<file path="src/rtl/pipe_sequencer_pkg.sv">
// rtl/pipe_sequencer_pkg.sv - shared sequencer states and default parameters
// Contents: state_e (sequencer states), BOOT_CYCLES_DEF, TIMEOUT_DEF, CNT_W_DEF.
package core_ctrl_pkg;

  localparam int BOOT_CYCLES_DEF = 4;
  localparam int TIMEOUT_DEF     = 64;
  localparam int CNT_W_DEF       = 16;

  typedef enum logic [2:0] {
    ST_BOOT     = 3'd0,
    ST_RUN      = 3'd1,
    ST_MEM_WAIT = 3'd2,
    ST_DRAIN    = 3'd3,
    ST_HALT     = 3'd4,
    ST_ERR      = 3'd5
  } state_e;

endpackage

</file>
<file path="src/rtl/pipe_sequencer_if.sv">
// rtl/pipe_sequencer_if.sv - pipeline status in, stage controls and dmem handshake out
// master: sequencer side (status/grant/halt_req in; enables, flushes, dmem_req, status out)
// slave : pipeline side (mirror image of master)
interface pipe_sequencer_if #(
  parameter int CNT_W = 16
);
  logic             x_valid;
  logic             x_mem;
  logic             x_redirect;
  logic             mw_valid;
  logic             dmem_gnt;
  logic             halt_req;
  logic             pc_en;
  logic             fd_en;
  logic             x_en;
  logic             mw_en;
  logic             x_flush;
  logic             mw_flush;
  logic             dmem_req;
  logic             boot_done;
  logic             halted;
  logic             err;
  logic [CNT_W-1:0] stall_cnt;

  modport master (
    input  x_valid, x_mem, x_redirect, mw_valid, dmem_gnt, halt_req,
    output pc_en, fd_en, x_en, mw_en, x_flush, mw_flush, dmem_req,
    output boot_done, halted, err, stall_cnt
  );

  modport slave (
    output x_valid, x_mem, x_redirect, mw_valid, dmem_gnt, halt_req,
    input  pc_en, fd_en, x_en, mw_en, x_flush, mw_flush, dmem_req,
    input  boot_done, halted, err, stall_cnt
  );
endinterface

</file>
<file path="src/rtl/pipe_sequencer_sat_counter.sv">
// rtl/pipe_sequencer_sat_counter.sv - saturating up-counter with synchronous clear
// Ports: clk, rst_n (async active-low), inc_i (count this cycle), clr_i (clear, wins over inc),
//        cnt_o (current count, holds at all-ones).
module sat_counter #(
  parameter int W = 16
) (
  input  logic         clk,
  input  logic         rst_n,
  input  logic         inc_i,
  input  logic         clr_i,
  output logic [W-1:0] cnt_o
);
  logic [W-1:0] cnt_q, cnt_d;

  always_comb begin
    cnt_d = cnt_q;
    if (clr_i) begin
      cnt_d = '0;
    end else if (inc_i && (cnt_q != '1)) begin
      cnt_d = cnt_q + 1'b1;
    end
  end

  always_ff @(posedge clk or negedge rst_n) begin
    if (!rst_n) begin
      cnt_q <= '0;
    end else begin
      cnt_q <= cnt_d;
    end
  end

  assign cnt_o = cnt_q;
endmodule

</file>
<file path="src/rtl/pipe_sequencer.sv">
// rtl/pipe_sequencer.sv - 3-stage pipeline sequencer: boot, dmem stall, redirect, halt/drain, timeout
// Ports: clk, rst_n (async active-low); bus (pipe_sequencer_if.master) carrying stage status in,
//        stage enables/flushes, dmem_req/dmem_gnt, boot_done, halted, err and stall_cnt.
module pipe_sequencer
  import core_ctrl_pkg::*;
#(
  parameter int BOOT_CYCLES = BOOT_CYCLES_DEF,
  parameter int TIMEOUT     = TIMEOUT_DEF,
  parameter int CNT_W       = CNT_W_DEF
) (
  input  logic              clk,
  input  logic              rst_n,
  pipe_sequencer_if.master  bus
);
  localparam int BW = (BOOT_CYCLES > 1) ? $clog2(BOOT_CYCLES) : 1;
  localparam int WW = $clog2(TIMEOUT + 1);
  localparam logic [BW-1:0] BOOT_INIT = BW'(BOOT_CYCLES - 1);
  // The stall cycle that enters MEM_WAIT already counts as wait cycle 1.
  localparam logic [WW-1:0] WAIT_LAST = WW'(TIMEOUT - 1);

  state_e          state_q, state_d;
  logic [BW-1:0]   boot_q, boot_d;
  logic [WW-1:0]   wait_q, wait_d;
  logic            boot_done_q, boot_done_d;
  // Remembers that a stall interrupted a drain, so the grant resumes draining.
  logic            drain_q, drain_d;

  logic            pc_en, fd_en, x_en, mw_en, x_flush, mw_flush, dmem_req, stall;
  logic [CNT_W-1:0] stall_cnt;

  always_comb begin
    state_d     = state_q;
    boot_d      = boot_q;
    wait_d      = wait_q;
    boot_done_d = boot_done_q;
    drain_d     = drain_q;
    pc_en       = 1'b0;
    fd_en       = 1'b0;
    x_en        = 1'b0;
    mw_en       = 1'b0;
    x_flush     = 1'b1;
    mw_flush    = 1'b1;
    dmem_req    = 1'b0;
    stall       = 1'b0;
    unique case (state_q)
      ST_BOOT: begin
        if (boot_q == '0) begin
          state_d     = ST_RUN;
          boot_done_d = 1'b1;
        end else begin
          boot_d = boot_q - 1'b1;
        end
      end
      ST_RUN, ST_DRAIN, ST_MEM_WAIT: begin
        dmem_req = bus.x_valid & bus.x_mem;
        stall    = dmem_req & ~bus.dmem_gnt;
        if (stall) begin
          // Freeze front end and X, push a bubble into MW.
          mw_en   = 1'b1;
          x_flush = 1'b0;
          if (state_q == ST_MEM_WAIT) begin
            wait_d = wait_q + 1'b1;
            if (wait_q == WAIT_LAST) begin
              state_d = ST_ERR;
            end
          end else begin
            state_d = ST_MEM_WAIT;
            wait_d  = WW'(1);
            drain_d = (state_q == ST_DRAIN);
          end
        end else begin
          wait_d   = '0;
          pc_en    = 1'b1;
          fd_en    = 1'b1;
          x_en     = 1'b1;
          mw_en    = 1'b1;
          x_flush  = 1'b0;
          mw_flush = 1'b0;
          if ((state_q == ST_DRAIN) || ((state_q == ST_MEM_WAIT) && drain_q)) begin
            pc_en   = 1'b0;
            fd_en   = 1'b0;
            x_flush = 1'b1;
            state_d = (!bus.x_valid && !bus.mw_valid) ? ST_HALT : ST_DRAIN;
          end else if (bus.x_redirect && bus.x_valid) begin
            // FD holds a wrong-path instruction; PC takes the target.
            x_flush = 1'b1;
            state_d = ST_RUN;
          end else if (bus.halt_req) begin
            pc_en   = 1'b0;
            fd_en   = 1'b0;
            x_flush = 1'b1;
            state_d = ST_DRAIN;
          end else begin
            state_d = ST_RUN;
          end
        end
      end
      ST_HALT: begin
        x_flush  = 1'b0;
        mw_flush = 1'b0;
        if (!bus.halt_req) begin
          state_d = ST_RUN;
        end
      end
      ST_ERR: begin
      end
      default: state_d = ST_ERR;
    endcase
  end

  always_ff @(posedge clk or negedge rst_n) begin
    if (!rst_n) begin
      state_q     <= ST_BOOT;
      boot_q      <= BOOT_INIT;
      wait_q      <= '0;
      boot_done_q <= 1'b0;
      drain_q     <= 1'b0;
    end else begin
      state_q     <= state_d;
      boot_q      <= boot_d;
      wait_q      <= wait_d;
      boot_done_q <= boot_done_d;
      drain_q     <= drain_d;
    end
  end

  sat_counter #(.W(CNT_W)) u_stall_cnt (
    .clk   (clk),
    .rst_n (rst_n),
    .inc_i (stall),
    .clr_i (1'b0),
    .cnt_o (stall_cnt)
  );

  assign bus.pc_en     = pc_en;
  assign bus.fd_en     = fd_en;
  assign bus.x_en      = x_en;
  assign bus.mw_en     = mw_en;
  assign bus.x_flush   = x_flush;
  assign bus.mw_flush  = mw_flush;
  assign bus.dmem_req  = dmem_req;
  assign bus.boot_done = boot_done_q;
  assign bus.halted    = (state_q == ST_HALT);
  assign bus.err       = (state_q == ST_ERR);
  assign bus.stall_cnt = stall_cnt;
endmodule
</file>
<file path="src/flat_wrapper.sv">
// flat-port wrapper written by rule: the top's interface ports become plain ports
module pipe_sequencer_flat import core_ctrl_pkg::*;
#(
  parameter int BOOT_CYCLES = BOOT_CYCLES_DEF,
  parameter int TIMEOUT     = TIMEOUT_DEF,
  parameter int CNT_W       = CNT_W_DEF
)
  (clk, rst_n, bus_x_valid, bus_x_mem, bus_x_redirect, bus_mw_valid, bus_dmem_gnt, bus_halt_req, bus_pc_en, bus_fd_en, bus_x_en, bus_mw_en, bus_x_flush, bus_mw_flush, bus_dmem_req, bus_boot_done, bus_halted, bus_err, bus_stall_cnt);
  pipe_sequencer_if #(.CNT_W(CNT_W)) bus_i ();
  input  logic clk;
  input  logic rst_n;
  input wire logic [$bits(bus_i.x_valid)-1:0] bus_x_valid;
  input wire logic [$bits(bus_i.x_mem)-1:0] bus_x_mem;
  input wire logic [$bits(bus_i.x_redirect)-1:0] bus_x_redirect;
  input wire logic [$bits(bus_i.mw_valid)-1:0] bus_mw_valid;
  input wire logic [$bits(bus_i.dmem_gnt)-1:0] bus_dmem_gnt;
  input wire logic [$bits(bus_i.halt_req)-1:0] bus_halt_req;
  output wire logic [$bits(bus_i.pc_en)-1:0] bus_pc_en;
  output wire logic [$bits(bus_i.fd_en)-1:0] bus_fd_en;
  output wire logic [$bits(bus_i.x_en)-1:0] bus_x_en;
  output wire logic [$bits(bus_i.mw_en)-1:0] bus_mw_en;
  output wire logic [$bits(bus_i.x_flush)-1:0] bus_x_flush;
  output wire logic [$bits(bus_i.mw_flush)-1:0] bus_mw_flush;
  output wire logic [$bits(bus_i.dmem_req)-1:0] bus_dmem_req;
  output wire logic [$bits(bus_i.boot_done)-1:0] bus_boot_done;
  output wire logic [$bits(bus_i.halted)-1:0] bus_halted;
  output wire logic [$bits(bus_i.err)-1:0] bus_err;
  output wire logic [$bits(bus_i.stall_cnt)-1:0] bus_stall_cnt;
  assign bus_i.x_valid = bus_x_valid;
  assign bus_i.x_mem = bus_x_mem;
  assign bus_i.x_redirect = bus_x_redirect;
  assign bus_i.mw_valid = bus_mw_valid;
  assign bus_i.dmem_gnt = bus_dmem_gnt;
  assign bus_i.halt_req = bus_halt_req;
  assign bus_pc_en = bus_i.pc_en;
  assign bus_fd_en = bus_i.fd_en;
  assign bus_x_en = bus_i.x_en;
  assign bus_mw_en = bus_i.mw_en;
  assign bus_x_flush = bus_i.x_flush;
  assign bus_mw_flush = bus_i.mw_flush;
  assign bus_dmem_req = bus_i.dmem_req;
  assign bus_boot_done = bus_i.boot_done;
  assign bus_halted = bus_i.halted;
  assign bus_err = bus_i.err;
  assign bus_stall_cnt = bus_i.stall_cnt;
  pipe_sequencer #(.BOOT_CYCLES(BOOT_CYCLES), .TIMEOUT(TIMEOUT), .CNT_W(CNT_W)) u_core (.clk(clk), .rst_n(rst_n), .bus(bus_i));
endmodule
</file>
<file path="config.mk">
export PLATFORM = sky130hd
export DESIGN_NAME = pipe_sequencer_flat
export DESIGN_NICKNAME = d
export VERILOG_FILES = /design/src/rtl/pipe_sequencer_pkg.sv /design/src/rtl/pipe_sequencer_if.sv /design/src/rtl/pipe_sequencer_sat_counter.sv /design/src/rtl/pipe_sequencer.sv /design/src/flat_wrapper.sv
export SDC_FILE = /design/constraint.sdc
export NUM_CORES = 1
export LEC_CHECK = 0
export CAP_MARGIN = 20
export CORE_MARGIN = 3
export CORE_UTILIZATION = 57
export CTS_BUF_LIST = sky130_fd_sc_hd__clkbuf_4
export CTS_CLUSTER_DIAMETER = 40
export CTS_CLUSTER_SIZE = 40
export DETAILED_ROUTE_END_ITERATION = 6
export GPL_TIMING_DRIVEN = 0
export PLACE_DENSITY = 0.95
export SLEW_MARGIN = 20
export SYNTH_ARGS = -nofsm -noshare
export SYNTH_HDL_FRONTEND = slang
export SYNTH_SLANG_ARGS = --single-unit
</file>
<file path="constraint.sdc">
create_clock -name clk -period 2.9 [get_ports clk]
set_input_delay 0.435 -clock clk [delete_from_list [all_inputs] [get_ports clk]]
set_output_delay 0.435 -clock clk [all_outputs]
set_load 0.01 [all_outputs]
</file>
* Word level (Yosys, flattened, before mapping)
Index checks and enable logic that the tools add are counted.
Operators by class: equality and inequality tests 10, multiplexer cells 29, bitwise logic cells 6, reduce and logical (&&, ||, !) cells 14, $add $sub $neg 3
Operator list (number):
- 2-to-1 mux 3 bit | 8
- adder 16 x 1 -> 16 bit (second input constant) | 1
- inequality test 16 bit (second input constant) | 1
- 2-to-1 mux 1 bit | 15
- 2-to-1 mux 7 bit | 2
- case mux 3 bit (4 select lines) | 1
- adder 7 x 1 -> 7 bit (second input constant) | 1
- equality test 7 x 6 -> 1 bit (second input constant) | 1
- equality test 3 x 2 -> 1 bit (second input constant) | 2
- equality test 3 bit (second input constant) | 2
- logical AND 1 bit | 4
- inequality test 4 bit (second input constant) | 1
- NOT 1 bit | 4
- case mux 1 bit (2 select lines) | 2
- AND reduction 2 bit | 2
- AND reduction 4 bit | 1
- equality test 3 x 1 -> 1 bit (second input constant) | 1
- zero test 3 bit | 1
- AND reduction 3 bit | 1
- OR reduction 3 bit | 1
- bitwise AND 1 bit | 2
- zero test 1 bit | 2
- zero test 2 bit | 1
- 2-to-1 mux 2 bit | 1
- other kinds (4) | 4
Word-level totals: output and inout bits 26, input bits 8, flip-flop bits (word level) 30, word-level logic and storage cells 68

* Longest topological paths before layout
Gate-level depths: netlist of run 1.
depth in word-level cells 6, depth in mapped cells 6

* Modules after synthesis
A second synthesis of run 1 with hierarchy kept.
Second synthesis, totals: cells, all modules 192, area, all modules 1785.5 µm²
By module, submodules not included:
- sat_counter | cells each 94, area each 930.9 µm², times used 1
- pipe_sequencer | cells each 98, area each 854.6 µm², times used 1

* Worst setup path after synthesis of run 1
Ideal clock, no wire load.
path kind register to output, start point register u_core.state_q[2], end point output bus_pc_en, setup slack 1.014 ns, required time 2.465 ns, stages on the path, launching flop included 6, arrival time 1.451 ns, cells stage by stage dfrtp_1 buf_6 o21bai_4 clkbuf_1 nor3_1 buf_4
Between the ends: word-level cells in the longest chain between the ends 6
Ends and longest elaborated chain:
- start: declaration | line pipe_sequencer.sv:21 | state_e state_q, state_d;
- start signal: assignment | line pipe_sequencer.sv:119 | state_q <= state_d;
- equality test 3 x 2 -> 1 bit
- logical AND 1 bit | line pipe_sequencer.sv:79 | if ((state_q == ST_DRAIN) || ((state_q == ST_MEM_WAIT) && drain_q)) begin
- logical OR 1 bit | line pipe_sequencer.sv:79
- 2-to-1 mux 1 bit (2 in series)
- 2-to-1 mux 1 bit *
- end: declaration | line flat_wrapper.sv:18 | output wire logic [$bits(bus_i.pc_en)-1:0] bus_pc_en;
Every way passes the cells marked *; elsewhere a longest branch is shown, timed or not.

* Worst setup path in the final report of run 1
start point register u_core.state_q[0], end point output bus_pc_en
Between the ends: word-level cells in the longest chain between the ends 6
Ends and longest elaborated chain:
- equality test 3 x 2 -> 1 bit | line pipe_sequencer.sv:45, pipe_sequencer.sv:79
- logical AND 1 bit | line pipe_sequencer.sv:79
- logical OR 1 bit | line pipe_sequencer.sv:79
- 2-to-1 mux 1 bit | line pipe_sequencer.sv:79
- 2-to-1 mux 1 bit | line pipe_sequencer.sv:57 | if (stall) begin
- 2-to-1 mux 1 bit * | line pipe_sequencer.sv:45 | unique case (state_q)
Marks and branches as above.

==> flow_summary.json, run 1 <==
{
  "grt_start_max_net_pins": 31,
  "place_congestion": 0.816,
  "power.share.clock_pct": 17.8,
  "synthSimpleGateAreaFrac_pct": 26.3,
  "cts_setup_buffers": 0,
  "htree_levels": 2,
  "critPathKind": "reg -> out",
  "start_util_pct": 62.9,
  "netSwitchingPower_mw": 0.517,
  "cp_data_required_time_ns": 2.47,
  "max_slew_margin_pct": 56.9,
  "routed_via_density": 6.37,
  "async_flop_share_pct": 100,
  "clock_latency_ns": 0.34,
  "vias": 1496,
  "dieArea_um2": 3560,
  "nNetsFinal": 215,
  "drt-initial-drc-count": 142,
  "power_leakage_nw": 0.903,
  "worstSetupStartpoint": "u_core.state_q[0]",
  "drive_gt1_share_pct": 14.1,
  "tritoncts": "yes",
  "start_kind": "flop",
  "first_global_vias": 1463,
  "p_int_mw": 0.845,
  "synth_top_family_by_area": "simple AND/OR/NAND/NOR gates",
  "tightest_slew_ns": 0.647,
  "fin_worst_skew_ns": 0.0138,
  "rsz0062_at_grt": "false",
  "dp_hpwl_mm": 2.76,
  "seq_area_frac_synth_pct": 45.8,
  "setup_tns_ns": 0,
  "final.min_clock_period_ns": 2.73,
  "finish.utilization_pct": 78.7,
  "synth_adder_area_share_pct": 2.28,
  "status": "complete, no violations",
  "netlist_area_um2": 1640,
  "grt_usage_pct": 27.1,
  "ir_worst_vdd_v": 0.000550,
  "ys_ff_latch": 30,
  "ctsResizeCount": 0,
  "numCtsBuffers": 5,
  "clockBufferDepth": 2,
  "setup_violations": 0,
  "clk_pin_slew_worst_paths_ns": 0.11,
  "synth_xor_area_share_pct": 7.46,
  "synth_compound_area_share_pct": 14.3,
  "drtAntennaViolNets": 0,
  "grt_overflow_total": 0,
  "drv_slew": 0,
  "ys_warn_count": 0,
  "cts.sinks": 30,
  "ys.flop_type": "dfrtp_1",
  "grt_pass1_wl_mm": 7.07,
  "firstDrtPassIters": 5,
  "finalCritPeriodShare_pct": 94.0,
  "die_x_um": 59.7,
  "fp.dieH_um": 59.7,
  "muxShareOfSynthArea_pct": 0.685,
  "synthToLayoutAreaGrowth_pct": 25.1,
  "p_sw_share_pct": 38.0,
  "powerDensity_nw_per_um2": 662,
  "ys_types": 43,
  "end_kind": "primary output",
  "row_count": 18,
  "reg2reg_from": "u_core.state_q[2]",
  "hold_violations": 0,
  "combPwrFrac_pct": 42.9,
  "postSynthAreaPerCell_um2": 9.96,
  "coreArea_um2": 2610,
  "drt_wl_total_mm": 4.03,
  "cts.hold.buffers_added": 0,
  "antenna_found_initial": 0,
  "wl_per_cell_um": 17.1,
  "io_pins": 34,
  "synth_nets": 176,
  "root_buffer": "clkbuf_4",
  "num_antenna_cells": 0,
  "io_buffers": 33,
  "pwr-share-seq_pct": 39.4,
  "drc": 0,
  "min_path_type": "in -> async",
  "syn_inst": 165,
  "synth-edff-count": 0,
  "arrival_ns": 2.29,
  "maxCapViolCount": 0,
  "max_freq_mhz": 367,
  "critPathMaxFanout": 10
}
==> registers in the layout (all words and copies together) (netlist names) <==
| register | count |
|---|---|
| u_core.drain_q | 1 |
| u_core.state_q | 3 |
| u_core.u_stall_cnt.cnt_o | 16 |
| u_core.bus.boot_done | 1 |
| u_core.wait_q | 7 |
| u_core.boot_q | 2 |
==> power groups by stage <==
stage / clock (mW) / sequential [mW] / combinational (mW)
after floorplan: 0 / 0.539 / 0.321
after global placement: 0 / 0.532 / 0.562
after detailed placement: 0 / 0.539 / 0.576
after CTS: 0.248 / 0.534 / 0.587
after global routing: 0.274 / 0.544 / 0.637
final: 0.242 / 0.536 / 0.583
==> area by class of cell <==
class | instances | area [um^2]
fill | 166 | 556
multi-input combinational | 125 | 840
buffer | 4 | 28.8
clock inverter | 3 | 16.3
sequential | 30 | 753
tap | 30 | 37.5
timing repair buffer | 33 | 325
clock buffer | 5 | 37.5
inverter | 5 | 18.8
==> worst paths after layout <==
kind / to / slack [ns] / depth (start not counted)
max in group asynchronous: u_core.state_q[0] / 2.36 / 1
min reg2reg: u_core.bus.boot_done / 0.48 / 1
max: bus_pc_en / 0.17 / 7
max reg2reg: u_core.u_stall_cnt.cnt_o[14] / 1.15 / 6
min in group clk: u_core.bus.boot_done / 0.48 / 1
min: u_core.wait_q[2] / 0.11 / 1
==> cell usage after synthesis (3+ instances only) <==
| library cell | number | area (um^2) |
|---|---|---|
| nand3_1 | 3 | 15.0 |
| nor3_2 | 4 | 40.0 |
| and3_1 | 7 | 43.8 |
| a21o_1 | 5 | 37.5 |
| ha_1 | 3 | 37.5 |
| a21oi_1 | 8 | 40.0 |
| xnor2_1 | 9 | 78.8 |
| nand3_2 | 3 | 30.0 |
| nor2_1 | 13 | 48.8 |
| dfrtp_1 | 28 | 701 |
| xor2_1 | 5 | 43.8 |
| inv_1 | 5 | 18.8 |
| o21ai_0 | 12 | 60.1 |
| nand2_1 | 21 | 78.8 |
| nand4_1 | 6 | 37.5 |
==> critical path, stage by stage (launching register included) <==
cell             delay, ns
dfrtp_1               0.49
buf_2                 0.22
nor2_1                0.12
nor2_1                0.08
a21o_1                0.18
nor3_1                0.20
buf_4                 0.15
clkdlybuf4s50_1       0.52
==> stage by stage <==
stage | std cells | hold slack, ns | setup WS (ns) | power, mW | cell area (um^2)
CTS | 236 | 0.121 | 0.151 | 1.37 | 2060
global placement | 228 | 0.443 | 0.321 | 1.09 | 2010
global route | 235 | 0.124 | 0.00932 | 1.45 | 2060
floorplan | 165 | 0.139 | 1.01 | 0.860 | 1640
detailed placement | 228 | 0.453 | 0.291 | 1.12 | 2010
finish | 235 | 0.106 | 0.174 | 1.36 | 2060
==> cells in the final DEF, fill, tap and decap left out, types with 2 or more instances in the layout <==
cell type        instances
buf_2                    3
and3_1                   7
o31ai_1                  2
a21oi_1                  8
nand2_1                 21
nor3_2                   4
dfrtp_1                 28
dfstp_2                  2
xnor2_1                  9
nand2b_1                 2
a21o_1                   5
nand3_2                  3
nand3_1                  3
ha_1                     3
clkdlybuf4s50_1         32
inv_1                    5
nor3_1                   2
clkbuf_4                 5
nand4_1                  6
xor2_1                   5
o21ai_0                 12
nor2_1                  13
==> logic make-up (layout without fill, tap and decap cells) <==
kind of cell / count (synthesis) / after routing
compound gates: 35 / 35
mux: 1 / 1
simple gates: 72 / 72
buf+inv: 10 / 50
flops: 30 / 30
xor+xnor: 14 / 14
fa+ha+maj: 3 / 3
==> routing by layer <==
| metal | global-route usage, % | share of wire [%] |
|---|---|---|
| met4 | 13.6 | 3.3 |
| met3 | 6.70 | 7.6 |
| met1 | 35.7 | 40 |
| met5 | 0 | 0 |
| met2 | 41.5 | 49 |
Power figures use the tool's default switching activity.
==> run 2: changes to the inputs <==
REMOVE_ABC_BUFFERS = 1   (was not set)
==> run 2 against run 1 <==
Flip-flop and latch count stayed put. Critical endpoint unchanged. Clock power hardly changed. Highest routed layer unchanged. Via count is 7.1% lower. Sequential share of layout area is 0.52 points higher. Largest cell class unchanged.
==> flow_summary.json, run 2 (synthesized netlist as in run 1, its figures left out) <==
{
  "setup_tns_ns": 0,
  "dieArea_um2": 3560,
  "worstSetupStartpoint": "u_core.state_q[2]",
  "max_slew_margin_pct": 56.7,
  "power_leakage_nw": 0.889,
  "powerDensity_nw_per_um2": 649,
  "grt_usage_pct": 22.7,
  "cts_setup_buffers": 0,
  "reg2reg_from": "u_core.state_q[0]",
  "ir_worst_vdd_v": 0.000629,
  "drtAntennaViolNets": 0,
  "coreArea_um2": 2610,
  "dp_hpwl_mm": 2.72,
  "critPathKind": "reg -> out",
  "num_antenna_cells": 0,
  "fin_cells": 231,
  "drive_gt1_share_pct": 12.4,
  "fp.dieH_um": 59.7,
  "drv_slew": 0,
  "slowest_stage": "clkdlybuf4s50_1",
  "cts.sinks": 30,
  "fin_worst_skew_ns": 0.0170,
  "nFillCells": 164,
  "routed_via_density": 6.02,
  "io_pins": 34,
  "critPathCapture": "bus_pc_en",
  "tightest_slew_ns": 0.650,
  "min_path_type": "in -> async",
  "grt_pass1_wl_mm": 6.04,
  "status": "complete, no violations",
  "htree_levels": 2,
  "first_global_vias": 1352,
  "seq_area_um2": 753,
  "ctsResizeCount": 0,
  "final_common_cell": "clkdlybuf4s50_1",
  "end_kind": "primary output",
  "cts.hold.buffers_added": 0,
  "grt_start_max_net_pins": 31,
  "root_buffer": "clkbuf_4",
  "synthToLayoutAreaGrowth_pct": 23.4,
  "maxCapViolCount": 0,
  "vias": 1390,
  "clock_latency_ns": 0.33,
  "pre_cts_slack_ns": 0.347,
  "drc": 0,
  "firstDrtPassIters": 4,
  "row_count": 18,
  "numCtsBuffers": 5,
  "path_cells": "nand2b_1, nor2_1, a21o_1, nor3_1, clkdlybuf4s50_1",
  "clockBufferDepth": 2,
  "cp_data_required_time_ns": 2.47,
  "final.min_clock_period_ns": 2.60,
  "p_total_mw": 1.32,
  "reg2reg_depth": 4,
  "finalCritPeriodShare_pct": 89.5,
  "reg2reg_to": "u_core.u_stall_cnt.cnt_o[1]",
  "critPathMaxFanout": 11,
  "die_x_um": 59.7,
  "io_buffers": 33,
  "cpPeakStageDelay_ns": 0.59,
  "rsz0062_at_grt": "false",
  "multi_input_area_um2": 840,
  "finish.utilization_pct": 77.6,
  "nNetsFinal": 211,
  "final_cell_mix": "clkdlybuf4s50_1, dfrtp_1, nand2_1",
  "arrival_ns": 2.16,
  "largest_reg_flops": 16,
  "antenna_found_initial": 0,
  "dp.cells": 223,
  "setup_ws_ns": 0.305,
  "max_freq_mhz": 385,
  "start_util_pct": 62.9,
  "drt-initial-drc-count": 84,
  "wl_per_cell_um": 16.0,
  "clk_pin_slew_worst_paths_ns": 0.10,
  "grt_overflow_total": 0,
  "setup_violations": 0,
  "r2r_setup_slack_ns": 1.04,
  "hold_violations": 0,
  "tritoncts": "yes",
  "place_congestion": 0.832,
  "drt_wl_total_mm": 3.69,
  "start_kind": "flop"
}
==> run 2: metrics by stage <==
step / hold slack [ns] / cell area [um^2]
after floorplan: 0.139 / 1610
after global placement: 0.443 / 1980
after detailed placement: 0.457 / 1970
after CTS: 0.144 / 2030
after global routing: 0.162 / 2030
final: 0.117 / 2030
==> run 2: how the worst min path moves through the flow <==
stage | from | end | slack (ns)
after floorplan | rst_n | u_core.bus.boot_done | 0.14
after global placement | u_core.bus.boot_done | u_core.bus.boot_done | 0.44
after detailed placement | u_core.bus.boot_done | u_core.bus.boot_done | 0.46
after CTS | rst_n | u_core.u_stall_cnt.cnt_o[8] | 0.14
after global routing | rst_n | u_core.u_stall_cnt.cnt_o[2] | 0.16
final | rst_n | u_core.u_stall_cnt.cnt_o[2] | 0.12
==> run 2: worst max-delay path, delay by kind of cell, from the launching register on <==
kind                   cells  cell delay, ns
AO/OA/AOI/OAI              1            0.17
flip-flops                 1            0.52
AND/OR/NAND/NOR            3            0.55
buffers and inverters      1            0.59
==> run 2: report_power, final <==
group / internal, mW / switching, mW
logic: 0.256 / 0.246
registers: 0.473 / 0.0987
clock network: 0.100 / 0.142
total: 0.829 / 0.487
==> run 2: area by class of cell <==
cell class                 instances  area share, %
multi-input combinational        125           41.4
sequential                        30           37.1
timing repair buffer              33           16.0
clock buffer                       6           2.22
tap                               30           1.85
inverter                           5          0.925
clock inverter                     2          0.432
==> run 2: metal layers <==
metal	up-vias	track usage (%)	share of wire (%)
met4	0	10.8	1.2
met2	37	36.0	51
met3	7	4.75	3.9
met1	682	29.5	44
met5	-	0	0
li1	664	-	-
==> run 3: changes to the inputs <==
CAP_MARGIN = 10   (was 20)
CORE_ASPECT_RATIO = 1.25   (was not set)
CORE_UTILIZATION = 54   (was 57)
CTS_BUF_LIST = sky130_fd_sc_hd__clkbuf_16   (was sky130_fd_sc_hd__clkbuf_4)
PLACE_DENSITY = 0.94   (was 0.95)
==> run 3 against run 2 <==
Cell count increased by 1.7%. Largest cell class unchanged. Largest power group unchanged. Clock power grew 94%. Critical path depth increased by 1. Non-clock buffer count unchanged. Critical path type is now in -> out. Clock skew shrank 0.012 ns. Design area rose by 4.3%.
==> flow_summary.json, run 3 (synthesized netlist as in run 1, its figures left out) <==
{
  "clock_latency_ns": 0.27,
  "finalCritPeriodShare_pct": 87.6,
  "rsz0062_at_grt": "false",
  "grt_usage_pct": 22.4,
  "vias": 1388,
  "io_pins": 34,
  "drive_gt1_share_pct": 11.4,
  "fin_cells": 235,
  "path_cells": "clkdlybuf4s50_1, nand2_1, nor2_1, nor2_1, nor2_1, clkdlybuf4s50_1",
  "power_leakage_nw": 0.933,
  "drtAntennaViolNets": 0,
  "reg2reg_from": "u_core.state_q[0]",
  "setup_violations": 0,
  "critPathKind": "in -> out",
  "dieArea_um2": 3750,
  "largest_reg_flops": 16,
  "synthToLayoutAreaGrowth_pct": 28.7,
  "place_congestion": 0.868,
  "slowest_stage": "clkdlybuf4s50_1",
  "cts_setup_buffers": 0,
  "status": "complete, no violations",
  "antenna_found_initial": 0,
  "cts.sinks": 30,
  "routed_via_density": 5.91,
  "start_util_pct": 59.0,
  "die_x_um": 55.4,
  "critPathMaxFanout": 4,
  "final.min_clock_period_ns": 2.54,
  "root_buffer": "clkbuf_16",
  "p_total_mw": 1.54,
  "io_buffers": 33,
  "critical_path.top_delay_family": "buffers and inverters",
  "fp.dieH_um": 67.7,
  "dp.cells": 227,
  "setup_tns_ns": 0,
  "drc": 0,
  "coreArea_um2": 2790,
  "nNetsFinal": 211,
  "ir_worst_vdd_v": 0.000492,
  "drt-initial-drc-count": 43,
  "numCtsBuffers": 5,
  "first_global_vias": 1462,
  "ctsResizeCount": 0,
  "htree_levels": 2,
  "num_antenna_cells": 0,
  "tightest_slew_ns": 0.647,
  "min_path_type": "in -> async",
  "cp_data_required_time_ns": 2.47,
  "seq_area_um2": 753,
  "start_kind": "input pin",
  "row_count": 21,
  "grt_start_max_net_pins": 31,
  "arrival_ns": 2.10,
  "max_freq_mhz": 394,
  "max_slew_margin_pct": 56.8,
  "final_cell_mix": "clkdlybuf4s50_1, dfrtp_1, nand2_1",
  "drv_slew": 0,
  "postLayoutCellArea_um2": 2120,
  "dp_hpwl_mm": 2.71,
  "grt_overflow_total": 0,
  "drt_wl_total_mm": 3.70,
  "hold_violations": 0,
  "clockBufferDepth": 2,
  "critPathMostFrequentCell": "nor2_1",
  "tritoncts": "yes",
  "maxCapViolCount": 0,
  "powerDensity_nw_per_um2": 728,
  "finish.utilization_pct": 76.0,
  "placed_area_um2": 1980,
  "clk_pin_slew_worst_paths_ns": 0.05,
  "final_common_cell": "clkdlybuf4s50_1",
  "worstSetupStartpoint": "bus_x_valid",
  "crit_buf_inv": 2,
  "nFillCells": 202,
  "multi_input_area_um2": 840,
  "firstDrtPassIters": 4,
  "grt_pass1_wl_mm": 6.41,
  "cts.hold.buffers_added": 0,
  "wl_per_cell_um": 15.7,
  "end_kind": "primary output",
  "cpPeakStageDelay_ns": 0.57,
  "fin_worst_skew_ns": 0.00470
}
run 3: cell count changes in the layout (fill, tap and decap cells not counted), sizes merged:
cell and change:
clkbuf -1, inv +3, clkinv -2
run 3: cell type report:
type	count	share of cell area, %
Timing Repair Buffer	33	15.4
Inverter	5	0.887
Sequential cell	30	35.6
Clock buffer	5	5.91
Multi-Input combinational cell	125	39.7
Clock inverter	3	0.532
Tap cell	34	2.01
run 3: worst paths after layout:
check / endpoint / slack, ns / cells past startpoint
max: bus_mw_flush / 0.36 / 6
min reg2reg: u_core.bus.boot_done / 0.45 / 1
max in group asynchronous: u_core.bus.boot_done / 2.29 / 1
min: u_core.u_stall_cnt.cnt_o[4] / 0.19 / 1
max reg2reg: u_core.u_stall_cnt.cnt_o[1] / 1.07 / 4
min in group clk: u_core.bus.boot_done / 0.45 / 1
run 3: stage by stage:
step / hold WS, ns / setup slack, ns
finish: 0.187 / 0.360
global placement: 0.440 / 0.415
CTS: 0.213 / 0.346
floorplan: 0.139 / 1.12
global route: 0.240 / 0.223
detailed placement: 0.444 / 0.348
run 3: routing by layer:
layer  vias up  GRT usage [%]  share of wire [%]
li1        662              -                  -
met1       655           21.9                 37
met2        56           43.0                 54
met3        15           5.74                5.6
met4         0           12.8                3.5
met5         -              0                  0
run 3: report_power, final:
group | total, mW | leakage, nW | internal (mW) | switching [mW]
clock network | 0.469 | 0.0776 | 0.306 | 0.163
logic | 0.499 | 0.463 | 0.255 | 0.244
registers | 0.573 | 0.392 | 0.475 | 0.0982
run 3: worst register-to-register path, stage by stage, from the launching register on:
cell and delay (ns):
dfrtp_1 0.64, o21bai_4 0.22, nor2_4 0.16, a21boi_2 0.32
mux2_2 0.37
